**config.mk**
```make
export PLATFORM = sky130hd
export DESIGN_NAME = spi_dac8563_rx
export DESIGN_NICKNAME = d
export VERILOG_FILES = /design/src/rtl/dac8563_pkg.sv /design/src/rtl/spi_in_sync.sv /design/src/rtl/spi_dac8563_rx.sv
export SDC_FILE = /design/constraint.sdc
export NUM_CORES = 1
export LEC_CHECK = 0
export BUFFER_PORTS_ARGS = -buffer_cell sky130_fd_sc_hd__clkbuf_2
export CELL_PAD_IN_SITES_DETAIL_PLACEMENT = 1
export CELL_PAD_IN_SITES_GLOBAL_PLACEMENT = 1
export CORE_MARGIN = 3
export CORE_UTILIZATION = 41
export CTS_CLUSTER_SIZE = 14
export DETAILED_ROUTE_END_ITERATION = 8
export PLACE_DENSITY_LB_ADDON = 0.1
export REMOVE_ABC_BUFFERS = 1
export SLEW_MARGIN = 10
export SYNTH_ARGS = -nofsm -noshare
export SYNTH_HDL_FRONTEND = slang
export SYNTH_SLANG_ARGS = --single-unit
```
**constraint.sdc**
```tcl
create_clock -name i_clk -period 10 [get_ports i_clk]
set_clock_uncertainty 0.15 [all_clocks]
set_input_delay 2 -clock i_clk [delete_from_list [all_inputs] [get_ports i_clk]]
set_output_delay 2 -clock i_clk [all_outputs]
set_load 0.005 [all_outputs]
```
**src/rtl/dac8563_pkg.sv**
```systemverilog
// rtl/dac8563_pkg.sv - DAC8563 command/address codes and frame field positions
package dac8563_pkg;

  localparam int FRAME_W = 24;

  localparam int CMD_MSB  = 21;
  localparam int CMD_LSB  = 19;
  localparam int ADDR_MSB = 18;
  localparam int ADDR_LSB = 16;
  localparam int DATA_MSB = 15;
  localparam int DATA_LSB = 0;

  localparam logic [2:0] CMD_WR_IN         = 3'b000;
  localparam logic [2:0] CMD_UPD_DAC       = 3'b001;
  localparam logic [2:0] CMD_WR_IN_UPD_ALL = 3'b010;
  localparam logic [2:0] CMD_WR_IN_UPD     = 3'b011;
  localparam logic [2:0] CMD_POWER         = 3'b100;
  localparam logic [2:0] CMD_SW_RESET      = 3'b101;
  localparam logic [2:0] CMD_LDAC_SETUP    = 3'b110;
  localparam logic [2:0] CMD_REFERENCE     = 3'b111;

  localparam logic [2:0] ADDR_A   = 3'b000;
  localparam logic [2:0] ADDR_B   = 3'b001;
  localparam logic [2:0] ADDR_ALL = 3'b111;

  function automatic logic addr_hits_a(input logic [2:0] addr);
    return (addr == ADDR_A) || (addr == ADDR_ALL);
  endfunction

  function automatic logic addr_hits_b(input logic [2:0] addr);
    return (addr == ADDR_B) || (addr == ADDR_ALL);
  endfunction

endpackage

```
**src/rtl/spi_in_sync.sv**
```systemverilog
// rtl/spi_in_sync.sv - multi-flop synchronizer with rise/fall detect on the synchronized copy
module spi_in_sync #(
  parameter int STAGES = 2
) (
  input  logic clk,
  input  logic rst,
  input  logic d,
  output logic q,
  output logic rise,
  output logic fall
);

  logic [STAGES-1:0] chain;
  logic              dly;

  always_ff @(posedge clk or posedge rst) begin
    if (rst) begin
      chain <= '0;
      dly   <= 1'b0;
    end else begin
      chain <= {chain[STAGES-2:0], d};
      dly   <= chain[STAGES-1];
    end
  end

  assign q    = chain[STAGES-1];
  assign rise =  q & ~dly;
  assign fall = ~q &  dly;

endmodule

```
**src/rtl/spi_dac8563_rx.sv**
```systemverilog
// rtl/spi_dac8563_rx.sv - oversampling DAC8563 SPI responder with shadow input/DAC registers
module spi_dac8563_rx
  import dac8563_pkg::*;
#(
  parameter int DATA_WIDTH  = FRAME_W,
  parameter int SYNC_STAGES = 2
) (
  input  logic                  i_clk,
  input  logic                  i_fRST,
  input  logic                  i_spi_clk,
  input  logic                  i_spi_sync,
  input  logic                  i_spi_din,
  output logic                  o_frame_valid,
  output logic [DATA_WIDTH-1:0] o_frame,
  output logic [2:0]            o_cmd,
  output logic [2:0]            o_addr,
  output logic [15:0]           o_data,
  output logic [15:0]           o_dac_a,
  output logic [15:0]           o_dac_b,
  output logic                  o_update_a,
  output logic                  o_update_b,
  output logic                  o_frame_err,
  output logic                  o_overrun,
  output logic                  o_busy
);

  localparam int CNT_W = $clog2(DATA_WIDTH + 1);
  localparam logic [CNT_W-1:0] LAST_BIT = CNT_W'(DATA_WIDTH - 1);

  localparam logic [1:0] ST_IDLE  = 2'd0;
  localparam logic [1:0] ST_SHIFT = 2'd1;
  localparam logic [1:0] ST_DONE  = 2'd2;

  logic                   sclk_fall, sync_rise, sync_fall;
  logic                   unused_sclk_q, unused_sclk_rise, unused_sync_q;
  logic [SYNC_STAGES-1:0] din_sync;
  logic                   din;
  logic [1:0]             state;
  logic [CNT_W-1:0]       bit_cnt;
  logic [DATA_WIDTH-1:0]  shift_reg;
  logic                   frame_done;
  logic [15:0]            in_a, in_b, in_a_nx, in_b_nx;
  logic                   upd_a, upd_b, sel_a, sel_b, wr_in;
  logic [2:0]             f_cmd, f_addr;

  spi_in_sync #(.STAGES(SYNC_STAGES)) u_sclk_sync (
    .clk(i_clk), .rst(i_fRST), .d(i_spi_clk),
    .q(unused_sclk_q), .rise(unused_sclk_rise), .fall(sclk_fall)
  );

  spi_in_sync #(.STAGES(SYNC_STAGES)) u_sync_sync (
    .clk(i_clk), .rst(i_fRST), .d(i_spi_sync),
    .q(unused_sync_q), .rise(sync_rise), .fall(sync_fall)
  );

  // DIN gets the same latency as SCLK so the bit is aligned with its detected edge
  always_ff @(posedge i_clk or posedge i_fRST) begin
    if (i_fRST) din_sync <= '0;
    else        din_sync <= {din_sync[SYNC_STAGES-2:0], i_spi_din};
  end
  assign din = din_sync[SYNC_STAGES-1];

  always_ff @(posedge i_clk or posedge i_fRST) begin
    if (i_fRST) begin
      state       <= ST_IDLE;
      bit_cnt     <= '0;
      shift_reg   <= '0;
      frame_done  <= 1'b0;
      o_frame_err <= 1'b0;
      o_overrun   <= 1'b0;
    end else begin
      frame_done  <= 1'b0;
      o_frame_err <= 1'b0;
      case (state)
        ST_IDLE: begin
          if (sync_fall) begin
            state   <= ST_SHIFT;
            bit_cnt <= '0;
          end
        end
        ST_SHIFT: begin
          // SYNC rise takes priority over a coincident SCLK fall
          if (sync_rise) begin
            state       <= ST_IDLE;
            o_frame_err <= (bit_cnt != '0);
          end else if (sclk_fall) begin
            shift_reg <= {shift_reg[DATA_WIDTH-2:0], din};
            bit_cnt   <= bit_cnt + 1'b1;
            if (bit_cnt == LAST_BIT) begin
              state      <= ST_DONE;
              frame_done <= 1'b1;
            end
          end
        end
        ST_DONE: begin
          if (sync_rise)      state     <= ST_IDLE;
          else if (sclk_fall) o_overrun <= 1'b1;
        end
        default: state <= ST_IDLE;
      endcase
    end
  end

  assign f_cmd  = shift_reg[CMD_MSB:CMD_LSB];
  assign f_addr = shift_reg[ADDR_MSB:ADDR_LSB];

  // Software reset is folded in as "write zero to both inputs, update both"
  always_comb begin
    in_a_nx = in_a;
    in_b_nx = in_b;
    upd_a   = 1'b0;
    upd_b   = 1'b0;
    sel_a   = addr_hits_a(f_addr);
    sel_b   = addr_hits_b(f_addr);
    wr_in   = (f_cmd == CMD_WR_IN) || (f_cmd == CMD_WR_IN_UPD_ALL) || (f_cmd == CMD_WR_IN_UPD);
    if (wr_in && sel_a) in_a_nx = shift_reg[DATA_MSB:DATA_LSB];
    if (wr_in && sel_b) in_b_nx = shift_reg[DATA_MSB:DATA_LSB];
    case (f_cmd)
      CMD_UPD_DAC, CMD_WR_IN_UPD: begin
        upd_a = sel_a;
        upd_b = sel_b;
      end
      CMD_WR_IN_UPD_ALL: begin
        upd_a = 1'b1;
        upd_b = 1'b1;
      end
      CMD_SW_RESET: begin
        in_a_nx = '0;
        in_b_nx = '0;
        upd_a   = 1'b1;
        upd_b   = 1'b1;
      end
      default: ;
    endcase
  end

  always_ff @(posedge i_clk or posedge i_fRST) begin
    if (i_fRST) begin
      o_frame_valid <= 1'b0;
      o_frame       <= '0;
      o_dac_a       <= '0;
      o_dac_b       <= '0;
      o_update_a    <= 1'b0;
      o_update_b    <= 1'b0;
      in_a          <= '0;
      in_b          <= '0;
    end else begin
      o_frame_valid <= frame_done;
      o_update_a    <= frame_done & upd_a;
      o_update_b    <= frame_done & upd_b;
      if (frame_done) begin
        o_frame <= shift_reg;
        in_a    <= in_a_nx;
        in_b    <= in_b_nx;
        if (upd_a) o_dac_a <= in_a_nx;
        if (upd_b) o_dac_b <= in_b_nx;
      end
    end
  end

  assign o_cmd  = o_frame[CMD_MSB:CMD_LSB];
  assign o_addr = o_frame[ADDR_MSB:ADDR_LSB];
  assign o_data = o_frame[DATA_MSB:DATA_LSB];
  assign o_busy = (state != ST_IDLE);

endmodule

```
==> flow_metrics.py <==
metrics = {
    "cells_and_area": {
        "multiInputGateArea_mm2": 0.00188,
        "final.fill_count": 1316,
        "insertedDiodeCount": 0,
        "post-route-util": 0.505,
        "area_growth_pct": 17.7,
        "post_route_cells_drive_above_1_share": 0.373,
        "post_layout_nonfiller_instances": 644,
        "seq_area_mm2": 0.00333,
        "nets": 469,
        "final_design_area_no_fill_mm2": 0.00650,
    },
    "placed_design": {
        "place_congestion": 0.722,
        "place_inst": 615,
        "dp.final_hpwl_um": 7330,
        "place_area_mm2": 0.00594,
        "count_of_input_and_output_buffers": 88,
    },
    "setup_path": {
        "cp_data_required_time_ns": 7.85,
        "cp_max_fo": 12,
        "worst_setup_start_kind": "flip-flop",
        "cp.arrival_ns": 1.37,
        "worstSetupEndpointType": "output port",
        "path_class": "reg2out",
    },
    "cts": {
        "cts_inserted_buffers": 17,
        "postCtsSetupRepairBufs": 0,
        "clock_path_buffers": 2,
        "tritoncts": "done",
        "postCtsHoldBufs": 0,
        "cts-htree-levels": 4,
        "cts_sinks": 133,
        "clk_transition_reported_paths_ns": 0.05,
        "cts_resized": 0,
        "clk_latency_ns": 0.41,
        "clockRootBuffer": "sky130_fd_sc_hd__clkbuf_16",
    },
    "floorplanning": {
        "top_level_ports": 89,
        "die_y_um": 122,
        "placement_rows": 41,
        "floorplan.die.width_um": 122,
        "dieArea_mm2": 0.0149,
        "placeableCoreArea_mm2": 0.0129,
        "floorplan.initialDensity": 0.429,
    },
    "sta": {
        "worst-slew-pin-transition_ns": 0.834,
        "post-route-min-period_ns": 3.52,
        "maxClockFrequency_ghz": 0.284,
        "setup_total_negative_slack_ns": 0,
        "rsz_0062_raised_after_global_routing": "no",
        "maxSlewHeadroom": 0.444,
        "period_share": 0.352,
        "report.final.setup_viol": 0,
        "count_of_pins_over_their_slew_limit": 0,
        "hold_viol_final": 0,
    },
    "routing": {
        "ant_nets": 0,
        "totalWireLength_um": 12000,
        "wire_per_inst_um": 18.6,
        "via_count": 3461,
        "routed_via_density": 5.37,
        "drt_iter0_markers": 176,
        "drt_pre_antenna_iters": 4,
        "drt_drc_violations_left": 0,
    },
    "pwr": {
        "clkPwrFrac": 0.476,
        "power.combinational.fraction": 0.049,
        "power_density_mw_per_mm2": 191,
        "leakage_nw": 3.27,
        "max-vdd-ir-drop_v": 0.000124,
        "seq_power_share": 0.475,
        "power.internal_uw": 968,
        "p_sw_uw": 274,
        "power.share.switching": 0.221,
        "total_power_mw": 1.24,
    },
    "yosys": {
        "synth_top_area_cells": "sky130_fd_sc_hd__dfrtp_1, sky130_fd_sc_hd__mux2_2, sky130_fd_sc_hd__mux2i_1",
        "seq_area_frac_synth": 0.603,
        "synthDominantCellAreaShare": 0.603,
        "netlist-cell-type-count": 45,
        "yosysMostFrequentCell": "sky130_fd_sc_hd__dfrtp_1",
        "ys.warnings.count": 0,
        "dominantRegCellSynth": "sky130_fd_sc_hd__dfrtp_1",
        "syn-cell-area_mm2": 0.00552,
        "synth_enable_flop_cells": 0,
        "postSynthCellCount": 393,
        "synthesis.area_per_instance_um2": 14.1,
        "synth.largest_area_cell": "sky130_fd_sc_hd__dfrtp_1",
        "synthArstFlopShare": 1.00,
        "ys_top_cells_by_count": "sky130_fd_sc_hd__dfrtp_1, sky130_fd_sc_hd__mux2_2, sky130_fd_sc_hd__a22o_1",
        "synth.ff_latch_count": 133,
    },
    "grt": {
        "overflow": 0,
        "initial_antenna_violation_count": 0,
        "wire_length_of_the_first_global_routing_pass_um": 20100,
        "first_global_vias": 3602,
        "global_route.usage.total": 0.176,
        "largest_net_degree_at_the_start_of_global_routing": 80,
    },
    "job": {
        "cap_violations": 0,
    },
    "hold_path": {
        "timing.hold.worst.class": "reg2reg",
    },
    "status": {
        "status": "complete, no violations",
    },
}
==> worst max-delay path, stage by stage (launching register included) <==
cell	delay (ns)
sky130_fd_sc_hd__dfrtp_1	0.50
sky130_fd_sc_hd__or2_2	0.34
sky130_fd_sc_hd__clkbuf_2	0.11
==> cell type report <==
class                   instances  share of cell area
repair buffers                 95              0.0758
multi-input cells             208               0.288
clock inverters                 4              0.0112
well taps                     172              0.0331
clock buffers                  25              0.0747
flip-flops and latches        133               0.512
inverters                       7             0.00481
==> power by group through the flow <==
| stage | sequential (mW) | clock, mW | combinational, mW |
|---|---|---|---|
| detailed placement | 0.599 | 0 | 0.0622 |
| finish | 0.590 | 0.592 | 0.0604 |
| floorplan | 0.588 | 0 | 0.0480 |
| global route | 0.595 | 0.633 | 0.0689 |
| CTS | 0.590 | 0.606 | 0.0625 |
| global placement | 0.598 | 0 | 0.0600 |
==> routing by layer <==
metal  GRT usage  routed length [µm]  share of wire  up-vias
met3      0.0474                 542          0.045       11
met1       0.254                5720           0.48     1819
met2       0.254                5580           0.46       79
met4      0.0672                 168          0.014        0
met5           0                   0              0        -
li1            -                   -              -     1552
==> stage by stage <==
step	hold WS [ns]	setup WS (ns)
after floorplan	0.181	4.30
after global placement	0.185	6.47
after detailed placement	0.186	6.45
after CTS	0.197	6.46
after global routing	0.203	6.41
final	0.196	6.48
==> final timing paths <==
kind	slack, ns	endpoint	from	cells past startpoint
min reg2reg	0.20	u_sync_sync.chain[1]$_DFF_PP0_	u_sync_sync.chain[0]$_DFF_PP0_	0
max in group asynchronous	7.00	o_dac_b[3]$_DFFE_PP0P_	i_fRST	3
max reg2reg	7.44	in_b[14]$_DFFE_PP0P_	shift_reg[19]$_DFFE_PP0P_	5
min in group asynchronous	1.56	o_overrun$_DFFE_PP0P_	i_fRST	2
min	0.20	u_sync_sync.chain[1]$_DFF_PP0_	u_sync_sync.chain[0]$_DFF_PP0_	0
max	6.48	o_busy	state[0]$_DFFE_PP0P_	2
==> kinds of logic after synthesis <==
logic type               Yosys count  synth area share
AO/OA/AOI/OAI                     85             0.130
adder cells (fa/ha/maj)            2           0.00453
multiplexers                      81             0.158
AND/OR/NAND/NOR                   39            0.0435
XOR/XNOR                           1           0.00159
buffers and inverters             52            0.0603
flip-flops                       133             0.603
==> cell usage in the layout (no fill, tap or decap), types with 2 or more instances in the layout <==
| cell | n |
|---|---|
| sky130_fd_sc_hd__o21ai_0 | 2 |
| sky130_fd_sc_hd__clkbuf_16 | 17 |
| sky130_fd_sc_hd__nand3_1 | 4 |
| sky130_fd_sc_hd__nand2_1 | 5 |
| sky130_fd_sc_hd__bufinv_16 | 2 |
| sky130_fd_sc_hd__dfrtp_1 | 133 |
| sky130_fd_sc_hd__clkbuf_1 | 5 |
| sky130_fd_sc_hd__mux2_2 | 48 |
| sky130_fd_sc_hd__clkbuf_2 | 88 |
| sky130_fd_sc_hd__clkbuf_8 | 3 |
| sky130_fd_sc_hd__mux2i_1 | 33 |
| sky130_fd_sc_hd__inv_1 | 6 |
| sky130_fd_sc_hd__o2bb2ai_1 | 32 |
| sky130_fd_sc_hd__a31oi_1 | 4 |
| sky130_fd_sc_hd__nor2_1 | 4 |
| sky130_fd_sc_hd__nand2b_1 | 6 |
| sky130_fd_sc_hd__ha_1 | 2 |
| sky130_fd_sc_hd__nor3_1 | 3 |
| sky130_fd_sc_hd__buf_4 | 7 |
| sky130_fd_sc_hd__a22o_1 | 34 |
| sky130_fd_sc_hd__nor2b_1 | 6 |
No activity file was read; power rests on OpenSTA's default activity.
